--- src/rtl/clock_div_prog.sv ---
// Multi-channel programmable clock divider: each channel emits a divided waveform,
// a start-of-period tick and a busy flag, reloading its settings only at period ends.
module clock_div_prog #(
    parameter int CHANNELS = 2,
    parameter int WIDTH    = 16
) (
    input  logic                      clk_i,
    input  logic                      reset_i,
    input  logic [CHANNELS-1:0]       en_i,
    input  logic [CHANNELS*WIDTH-1:0] period_i,
    input  logic [CHANNELS*WIDTH-1:0] high_i,
    output logic [CHANNELS-1:0]       clk_o,
    output logic [CHANNELS-1:0]       tick_o,
    output logic [CHANNELS-1:0]       busy_o
);

    localparam logic ST_IDLE = 1'b0;
    localparam logic ST_RUN  = 1'b1;

    for (genvar n = 0; n < CHANNELS; n++) begin : g_chan
        logic             state_q, state_d;
        logic [WIDTH-1:0] cnt_q, cnt_d;
        logic [WIDTH-1:0] per_q, per_d;
        logic [WIDTH-1:0] high_q, high_d;
        logic             clk_q, clk_d;
        logic             tick_q, tick_d;
        logic             busy_q, busy_d;
        logic [WIDTH-1:0] period_in;
        logic [WIDTH-1:0] high_in;
        logic             start_ok;

        assign period_in = period_i[n*WIDTH +: WIDTH];
        assign high_in   = high_i[n*WIDTH +: WIDTH];
        assign start_ok  = en_i[n] && (period_in >= WIDTH'(2));

        // Settings are only sampled when a new period begins, so outputs never glitch.
        always_comb begin
            state_d = state_q;
            cnt_d   = cnt_q;
            per_d   = per_q;
            high_d  = high_q;
            case (state_q)
                ST_IDLE: begin
                    if (start_ok) begin
                        per_d   = period_in;
                        high_d  = high_in;
                        cnt_d   = '0;
                        state_d = ST_RUN;
                    end
                end
                ST_RUN: begin
                    if (cnt_q == per_q - WIDTH'(1)) begin
                        cnt_d = '0;
                        if (start_ok) begin
                            per_d  = period_in;
                            high_d = high_in;
                        end else begin
                            state_d = ST_IDLE;
                        end
                    end else begin
                        cnt_d = cnt_q + WIDTH'(1);
                    end
                end
                default: begin
                    state_d = ST_IDLE;
                    cnt_d   = '0;
                end
            endcase

            // Outputs are computed from next state so they can be registered without lag.
            busy_d = (state_d == ST_RUN);
            tick_d = (state_d == ST_RUN) && (cnt_d == '0);
            clk_d  = (state_d == ST_RUN) && (cnt_d < high_d);
        end

        always_ff @(posedge clk_i or posedge reset_i) begin
            if (reset_i) begin
                state_q <= ST_IDLE;
                cnt_q   <= '0;
                per_q   <= '0;
                high_q  <= '0;
                clk_q   <= 1'b0;
                tick_q  <= 1'b0;
                busy_q  <= 1'b0;
            end else begin
                state_q <= state_d;
                cnt_q   <= cnt_d;
                per_q   <= per_d;
                high_q  <= high_d;
                clk_q   <= clk_d;
                tick_q  <= tick_d;
                busy_q  <= busy_d;
            end
        end

        assign clk_o[n]  = clk_q;
        assign tick_o[n] = tick_q;
        assign busy_o[n] = busy_q;
    end

endmodule

--- config.mk ---
export PLATFORM = sky130hd
export DESIGN_NAME = clock_div_prog
export DESIGN_NICKNAME = d
export VERILOG_FILES = /design/src/rtl/clock_div_prog.sv
export SDC_FILE = /design/constraint.sdc
export NUM_CORES = 1
export LEC_CHECK = 0
export BUFFER_PORTS_ARGS = -buffer_cell sky130_fd_sc_hd__buf_2
export CAP_MARGIN = 20
export CORE_MARGIN = 3
export CORE_UTILIZATION = 52
export CTS_CLUSTER_DIAMETER = 80
export DETAILED_ROUTE_END_ITERATION = 12
export PLACE_DENSITY = 0.81
export SYNTH_ARGS = -nofsm -noshare
export SYNTH_HDL_FRONTEND = slang
export SYNTH_SLANG_ARGS = --single-unit
--- constraint.sdc ---
create_clock -name clk_i -period 7.95 [get_ports clk_i]
set_clock_uncertainty 0.05 [all_clocks]
set_input_delay 0.795 -clock clk_i [delete_from_list [all_inputs] [get_ports clk_i]]
set_output_delay 0.795 -clock clk_i [all_outputs]
set_load 0.02 [all_outputs]
# --- After elaboration in Yosys (flattened, before gate mapping) ---
# Cells that the tools add are included.
op_classes:
  eq_ne: 4
  n_addsub: 4
  n_reduce_logical: 8
  mux: 24
  order_cmp: 4
  bitwise_logic: 2
ops:
  columns: ["cell", "n"]
  rows:
  - ["16-bit two-way mux", 12]
  - ["16-bit one-hot mux with 2 select lines", 6]
  - ["16-bit by 1-bit adder with 16-bit output, second input constant", 2]
  - ["16-bit == test", 2]
  - ["16-bit by 2-bit >= comparator with 1-bit output, second input constant", 2]
  - ["16-bit zero test", 2]
  - ["16-bit < comparator", 2]
  - ["16-bit by 1-bit subtractor with 16-bit output, second input constant", 2]
  - ["1-bit logical AND", 6]
  - ["1-bit two-way mux", 4]
  - ["2-bit by 1-bit != test with 1-bit output, second input constant", 2]
  - ["1-bit one-hot mux with 2 select lines", 2]
  - ["1-bit inverter", 2]
word_totals:
  inputBits: 68
  out_inout_bits: 6
  regBits: 102

# --- Depth between registers and ports, before layout ---
# Gate-level depths: netlist (run 1).
depth:
  depth_word: 7
  mapped_depth: 23

# --- Worst setup path before layout (run 1) ---
# OpenSTA, ideal clock, no wires.
synth_path:
  kind: "flip-flop to flip-flop"
  from: "reg g_chan[0].per_q[0]"
  to: "reg g_chan[0].clk_q"
  n_path_buf: 2
  path_stages_with_launch: 23
  setup_slack_ns: 3.174
  arrival_ns: 4.649
  setup_time_ns: 0.077
  period_less_slack_ns: 4.776
  required_time_ns: 7.823
  cell_sequence: "dfrtp_1 > inv_1 > ha_1 > clkbuf_1 > or3b_2 > nor4_1 > mux2i_1 > a311oi_1 > nor3_1 > a21oi_1 > nor2_2 > buf_4 > mux2i_1 > ha_1 > a21o_1 > a21o_1 > a21o_1 > a21o_1 > a21oi_1 > nor2b_1 > o21ai_0 > nand3_1 > a21oi_1"
synth_via:
  elab_chain_len: 6
  elab_cells_between_ends: 10
synth_lines:
  columns: ["item", "line_no", "text"]
  rows:
  - ["start: declaration", "23", "logic [WIDTH-1:0] per_q, per_d;"]
  - ["start signal: assignment", "88", "per_q <= per_d;"]
  - ["16-bit by 1-bit subtractor with 16-bit output (*)", "52", "if (cnt_q == per_q - WIDTH'(1)) begin"]
  - ["16-bit == test (*)", "52", null]
  - ["16-bit two-way mux", "52", null]
  - ["16-bit one-hot mux with 2 select lines", "42", "case (state_q)"]
  - ["16-bit < comparator", "73", "clk_d = (state_d == ST_RUN) && (cnt_d < high_d);"]
  - ["1-bit logical AND (*)", "73", null]
  - ["named net g_chan[0].clk_d", "25", "logic clk_q, clk_d;"]
  - ["end signal: assignment", "90", "clk_q <= clk_d;"]
  - ["end: declaration", "25", null]
# The timed path passes the listed nets; every way through them passes the cells marked *.
# A chain may end at the register's enable or synchronous reset.

# --- Final worst setup path (run 1) ---
# Same ends and word-level chain as after synthesis.

==> impl_metrics.toml, run 1 <==
[finish]
fin_util = 0.601
syn_to_final_growth_pct = 10.2
antenna_cells = 0
drive_gt1_frac = 0.171
fin_nets = 869
n_fill_cell = 1024

[sta]
worstMarginPinSlew_ps = 1080
rsz0062_at_grt = "no"
relSlewSlack = 0.280
fin_crit_ps = 5720
finalMaxSlewViolations = 0
max_freq_mhz = 175
finalSetupTns_ps = 0
setup_viol = 0
timing.final.hold_violations = 0
period_share = 0.719

[synth]
yosysWarnings = 0
synth_area_per_cell_um2 = 9.35
synth_edf_count = 0
yosys_most_used_dff = "dfrtp_1"
synthTopCellsByArea = "dfrtp_1 (38%), ha_1 (6.3%), mux2i_1 (4.6%), mux2_2 (3.7%), xnor2_1 (3.6%)"
synth.net_count = 823
netlist_top_cells_count = "dfrtp_1 (102), inv_1 (50), nand2_1 (48), nor2_1 (45), o21ai_0 (39)"
synth_top_cell_by_area = "dfrtp_1"
synthCells = 721
ys_ff_latch = 102
netlist_area_um2 = 6740
yosysSeqAreaShare = 0.379
synthArstFlopShare = 1.00
yosysMostFrequentCell = "dfrtp_1"
ys_types = 74
synth.top_cell.area_share = 0.379

[detailed_routing]
ant_nets = 0
routedWlPerCell_um = 17.6
vias = 5612
drcViolationCount = 0
vias_per_cell = 5.97
first_pass_iters = 5
drt-total-wl_mm = 16.5
drtIter0Drc = 697

[grt]
grt_pass1_wl_mm = 27.6
antenna_found_initial = 0
grt_max_degree = 84
grt_pass1_vias = 5583
grt_overflow = 0
track_usage = 0.238

[clock_tree]
cts_inserted_buffers = 9
clk_path_buf_depth = 2
cts_num_sinks = 102
cts_tree = "built"
hold_buffers = 0
clkTransAtPathRegs_ps = 70
cts_resized = 0
worst_skew_pair.late_latency_ps = 360
postCtsSetupBuffers = 0
root_buffer = "clkbuf_16"
htree_levels = 3

[floorplan]
die_x_um = 120
die-area_um2 = 14400
start_util = 0.545
design.core.area_um2 = 12400
die_y_um = 120
ios = 74
row_count = 40

[setup_path]
cp_data_required_time_ps = 8130
critPathLaunchType = "flop"
endpoint_kind = "flop"
cp.arrival_ps = 5900
crit_path_max_fanout = 36
critPathKind = "flop to flop"

[place]
portBuffers = 73
place_congestion = 0.957
dp_hpwl_mm = 12.4

[run]
cap_violations = 0

[pwr]
power_per_cell_area_nw_per_um2 = 150
peakVddDrop_mv = 0.155
p_leak_nw = 3.26

[outcome]
status = "completed"

[hold_path]
hold_path.class = "input port to asynchronous set/reset pin"
==> cell type report <==
type                       instances  area, um2  share of cell area
inverter                          51        194              0.0261
multi-input combinational        527       3790               0.510
clock buffer                       9        225              0.0303
sequential                       102       2550               0.344
tap                              168        210              0.0283
clock inverter                     7       55.1             0.00741
timing repair buffer              76        400              0.0539
==> placed cells by master (no fill, tap or decap), types with 8 or more instances in the layout <==
cell type and instances:
o21ai_0 39, xor2_1 23, mux2_2 22, mux2_1 10, a21o_1 10, nand2_1 48
and3_1 10, mux2i_1 31, nor2_1 44, nor3_1 23, nand4_1 13, dfrtp_1 102
buf_2 73, clkbuf_16 9, inv_1 49, ha_1 34, nand3_1 25, or4_1 8
a21oi_1 23, nor4_1 17, and2_1 11, xnor2_1 28
==> metal layers <==
layer | GRT usage | part of all wire | up-vias
met5 | 0 | 0 | -
met4 | 0.0623 | 0.014 | 0
met3 | 0.0594 | 0.071 | 31
met2 | 0.369 | 0.46 | 222
met1 | 0.336 | 0.46 | 2669
li1 | - | - | 2690
==> power by group <==
group	switching, W	internal (W)
sequential	0.0000211	0.000537
clock	0.000210	0.000216
combinational	0.0000687	0.0000574
==> state kept, by name (all words and copies together) (netlist names) <==
signal	flops
g_chan.high_q	32
g_chan.cnt_q	32
g_chan.tick_q	2
g_chan.per_q	32
g_chan.clk_q	2
g_chan.busy_q	2
==> per-stage QoR <==
| stage | cell area, um2 | setup WS, ps | instances | total power [W] | hold slack, ps |
|---|---|---|---|---|---|
| floorplan | 6740 | 3170 | 721 | 0.000649 | 397 |
| global placement | 7130 | 2470 | 923 | 0.000685 | 418 |
| detailed placement | 7130 | 2330 | 923 | 0.000693 | 422 |
| CTS | 7410 | 2290 | 939 | 0.00112 | 334 |
| global route | 7430 | 1830 | 940 | 0.00116 | 342 |
| finish | 7430 | 2230 | 940 | 0.00111 | 328 |
==> final timing paths <==
kind / slack [ps] / depth (start not counted) / to / startpoint
setup / recovery: 2230 / 17 / g_chan[0].clk_q / g_chan[0].per_q[0]
hold / removal: 330 / 2 / g_chan[0].tick_q / reset_i
min in group clk_i: 430 / 2 / g_chan[1].high_q[7] / g_chan[1].high_q[7]
hold reg to reg: 430 / 2 / g_chan[1].high_q[7] / g_chan[1].high_q[7]
setup reg to reg: 2230 / 17 / g_chan[0].clk_q / g_chan[0].per_q[0]
max in group asynchronous: 6480 / 4 / g_chan[0].per_q[8] / reset_i
==> logic make-up after synthesis <==
family | after synthesis | share of synthesized area
multiplexers | 63 | 0.0995
XOR/XNOR | 51 | 0.0663
buffers and inverters | 92 | 0.0605
flip-flops | 102 | 0.379
AO/OA/AOI/OAI | 135 | 0.138
adder cells (fa/ha/maj) | 34 | 0.0631
AND/OR/NAND/NOR | 244 | 0.194
==> worst max-delay path, stage by stage, from the launching register on <==
cell      delay [ps]
dfrtp_1          430
inv_1             90
ha_1             300
or3b_2           520
nor4_1           330
mux2i_1          230
a311oi_1          90
nor3_1           480
a21oi_1          130
buf_4            220
nor2_4           820
mux2i_1          260
ha_1             360
nand4_1          130
nor4_1           570
o221ai_1         230
a31oi_1          240
a21oi_1          110
No activity file was read; power rests on OpenSTA's default activity.
==> inputs of run 2 (changes only) <==
--- a/config.mk
+++ b/config.mk
@@ -5,6 +5,7 @@
 export SDC_FILE = /design/constraint.sdc
 export NUM_CORES = 1
 export LEC_CHECK = 0
+export ABC_AREA = 1
 export BUFFER_PORTS_ARGS = -buffer_cell sky130_fd_sc_hd__buf_2
 export CAP_MARGIN = 20
 export CORE_MARGIN = 3
==> constraint.sdc (replaced) <==
create_clock -name clk_i -period 5.72 [get_ports clk_i]
set_clock_uncertainty 0.05 [all_clocks]
set_input_delay 0.572 -clock clk_i [delete_from_list [all_inputs] [get_ports clk_i]]
set_output_delay 0.572 -clock clk_i [all_outputs]
set_load 0.02 [all_outputs]
==> impl_metrics.toml, run 2 <==
[outcome]
status = "completed"

[synth]
netlist_top_cells_count = "nand2_1 (205), inv_1 (142), dfrtp_1 (102), nor2_1 (90), nand3_1 (43)"
synth_compound_area_frac = 0.0966
synth.top_cell.area_share = 0.385
synth.net_count = 976
synth_fa_ha_area_frac = 0.0642
synth-xor-area-share = 0.0621
synthArstFlopShare = 1.00
ys_ff_latch = 102
synthCells = 874
ys_types = 46
synthTopCellsByArea = "dfrtp_1 (38%), nand2_1 (12%), inv_1 (8.0%), ha_1 (6.4%), nor2_1 (5.1%)"
yosysWarnings = 0
synth_edf_count = 0
netlist_area_um2 = 6630
yosysMostFrequentCell = "nand2_1"
synth_area_per_cell_um2 = 7.59
muxShareOfSynthArea = 0.0187
yosys_most_used_dff = "dfrtp_1"
yosysSeqAreaShare = 0.385
yosys.area_share.simple = 0.271
synth_top_family_by_area = "simple AND/OR/NAND/NOR gates"
synth_top_cell_by_area = "dfrtp_1"

[pwr]
power_per_cell_area_nw_per_um2 = 261
peakVddDrop_mv = 0.232
p_leak_nw = 3.88

[clock_tree]
clk_path_buf_depth = 2
cts_num_sinks = 102
postCtsSetupBuffers = 0
worst_skew_pair.late_latency_ps = 350
root_buffer = "clkbuf_16"
cts_resized = 0
clkTransAtPathRegs_ps = 70
hold_buffers = 0
cts_inserted_buffers = 9
cts_tree = "built"
htree_levels = 3

[grt]
grt_pass1_vias = 5413
busiest_layer = "met2"
met1_usage = 0.309
track_usage = 0.221
grt_max_degree = 58
antenna_found_initial = 0
grt_pass1_wl_mm = 25.6
met2_usage = 0.347
grt_use_met3 = 0.0408
grt_overflow = 0

[floorplan]
design.core.area_um2 = 12300
row_count = 40
die_y_um = 119
ios = 74
die-area_um2 = 14100
die_x_um = 119
start_util = 0.541

[detailed_routing]
drtIter0Drc = 391
routedWlPerCell_um = 13.4
vias_per_cell = 5.15
first_pass_iters = 5
ant_nets = 0
drt-total-wl_mm = 14.9
vias = 5731
drcViolationCount = 0

[setup_path]
cp_data_required_time_ps = 5950
endpoint_kind = "flop"
crit_path_max_fanout = 54
critPathKind = "flop to flop"
critPathLaunchType = "flop"
cp.arrival_ps = 3960

[finish]
final_common_cell = "nand2_1"
antenna_cells = 0
fin_nets = 1041
n_fill_cell = 1085
reg_top3 = "g_chan.cnt_q x32, g_chan.high_q x32, g_chan.per_q x32"
drive_gt1_frac = 0.149
layout_common_cells = "nand2_1 (204), inv_1 (141), dfrtp_1 (102), nor2_1 (90), buf_2 (73)"
seqCellArea_um2 = 2550
syn_to_final_growth_pct = 12.0
multi_input_area_um2 = 3400
instances_no_fill = 1112

[sta]
worstMarginPinSlew_ps = 652
finalMaxSlewViolations = 0
setup_viol = 0
rsz0062_at_grt = "no"
max_freq_mhz = 268
fin_crit_ps = 3740
period_share = 0.654
relSlewSlack = 0.565
timing.final.hold_violations = 0
finalSetupTns_ps = 0

[hold_path]
hold_path.class = "input port to asynchronous set/reset pin"

[run]
cap_violations = 0

[place]
dp_hpwl_mm = 11.5
portBuffers = 73
place_congestion = 0.911
place_inst = 1095
==> run 2: final cells by class <==
type / instances / share of cell area
clock buffers: 12 / 0.0345
clock inverters: 4 / 0.00708
inverters: 148 / 0.0752
multi-input cells: 603 / 0.458
flip-flops and latches: 102 / 0.344
well taps: 168 / 0.0283
repair buffers: 75 / 0.0529
==> run 2: worst paths after layout <==
path                                startpoint             endpoint  slack, ps  cells after the start
setup reg to reg            g_chan[0].per_q[0]      g_chan[0].clk_q       1980                     19
max in group asynchronous              reset_i   g_chan[1].per_q[2]       4280                      3
hold reg to reg            g_chan[0].high_q[9]  g_chan[0].high_q[9]        460                      2
setup / recovery            g_chan[0].per_q[0]      g_chan[0].clk_q       1980                     19
min in group clk_i                  high_i[22]  g_chan[1].high_q[6]        400                      3
hold / removal                         reset_i  g_chan[1].high_q[1]        250                      2
==> run 2: layer usage <==
layer  share of wire  vias to the layer above
li1                -                     2919
met3           0.056                       28
met1            0.47                     2618
met2            0.45                      166
met5               0                        -
met4           0.023                        0
==> run 2: worst max-delay path, stage by stage, from the launching register on <==
cell and delay, ps:
dfrtp_1 390, inv_1 110, ha_1 210, nand2_1 100, nor2_1 250, nand3_1 160
nand3b_1 120, nand3_1 80, nor3_1 180, nand2_1 130, nand2_4 190, nand2_4 330
o21ai_0 360, inv_1 100, ha_1 290, a21oi_1 140, nor2_1 50, a211oi_1 180
o211ai_1 100, a21oi_1 110
==> run 2: cells by family after synthesis <==
logic type                 after synthesis
xor gates and xnor gates                47
DFF                                    102
and+or+nand+nor                        407
buffers and inverters                  169
AOI/OAI and AO/OA                      104
adders and majority gates               34
muxes                                   11
==> run 2: through the flow <==
step	setup slack, ps	total power (W)	utilization	area, um2	hold slack [ps]
after floorplan	2420	0.00118	-	6630	411
after global routing	1450	0.00206	0.606	7420	291
final	1980	0.00194	0.606	7420	252
after CTS	1630	0.00195	0.604	7400	265
after detailed placement	1650	0.00131	0.579	7100	454
after global placement	1810	0.00129	0.579	7100	438
==> run 2: power by group <==
group          internal, W  switching, W  total (W)
clock network     0.000366      0.000269   0.000635
registers         0.000782     0.0000732   0.000856
logic             0.000174      0.000271   0.000446
total              0.00132      0.000614    0.00194
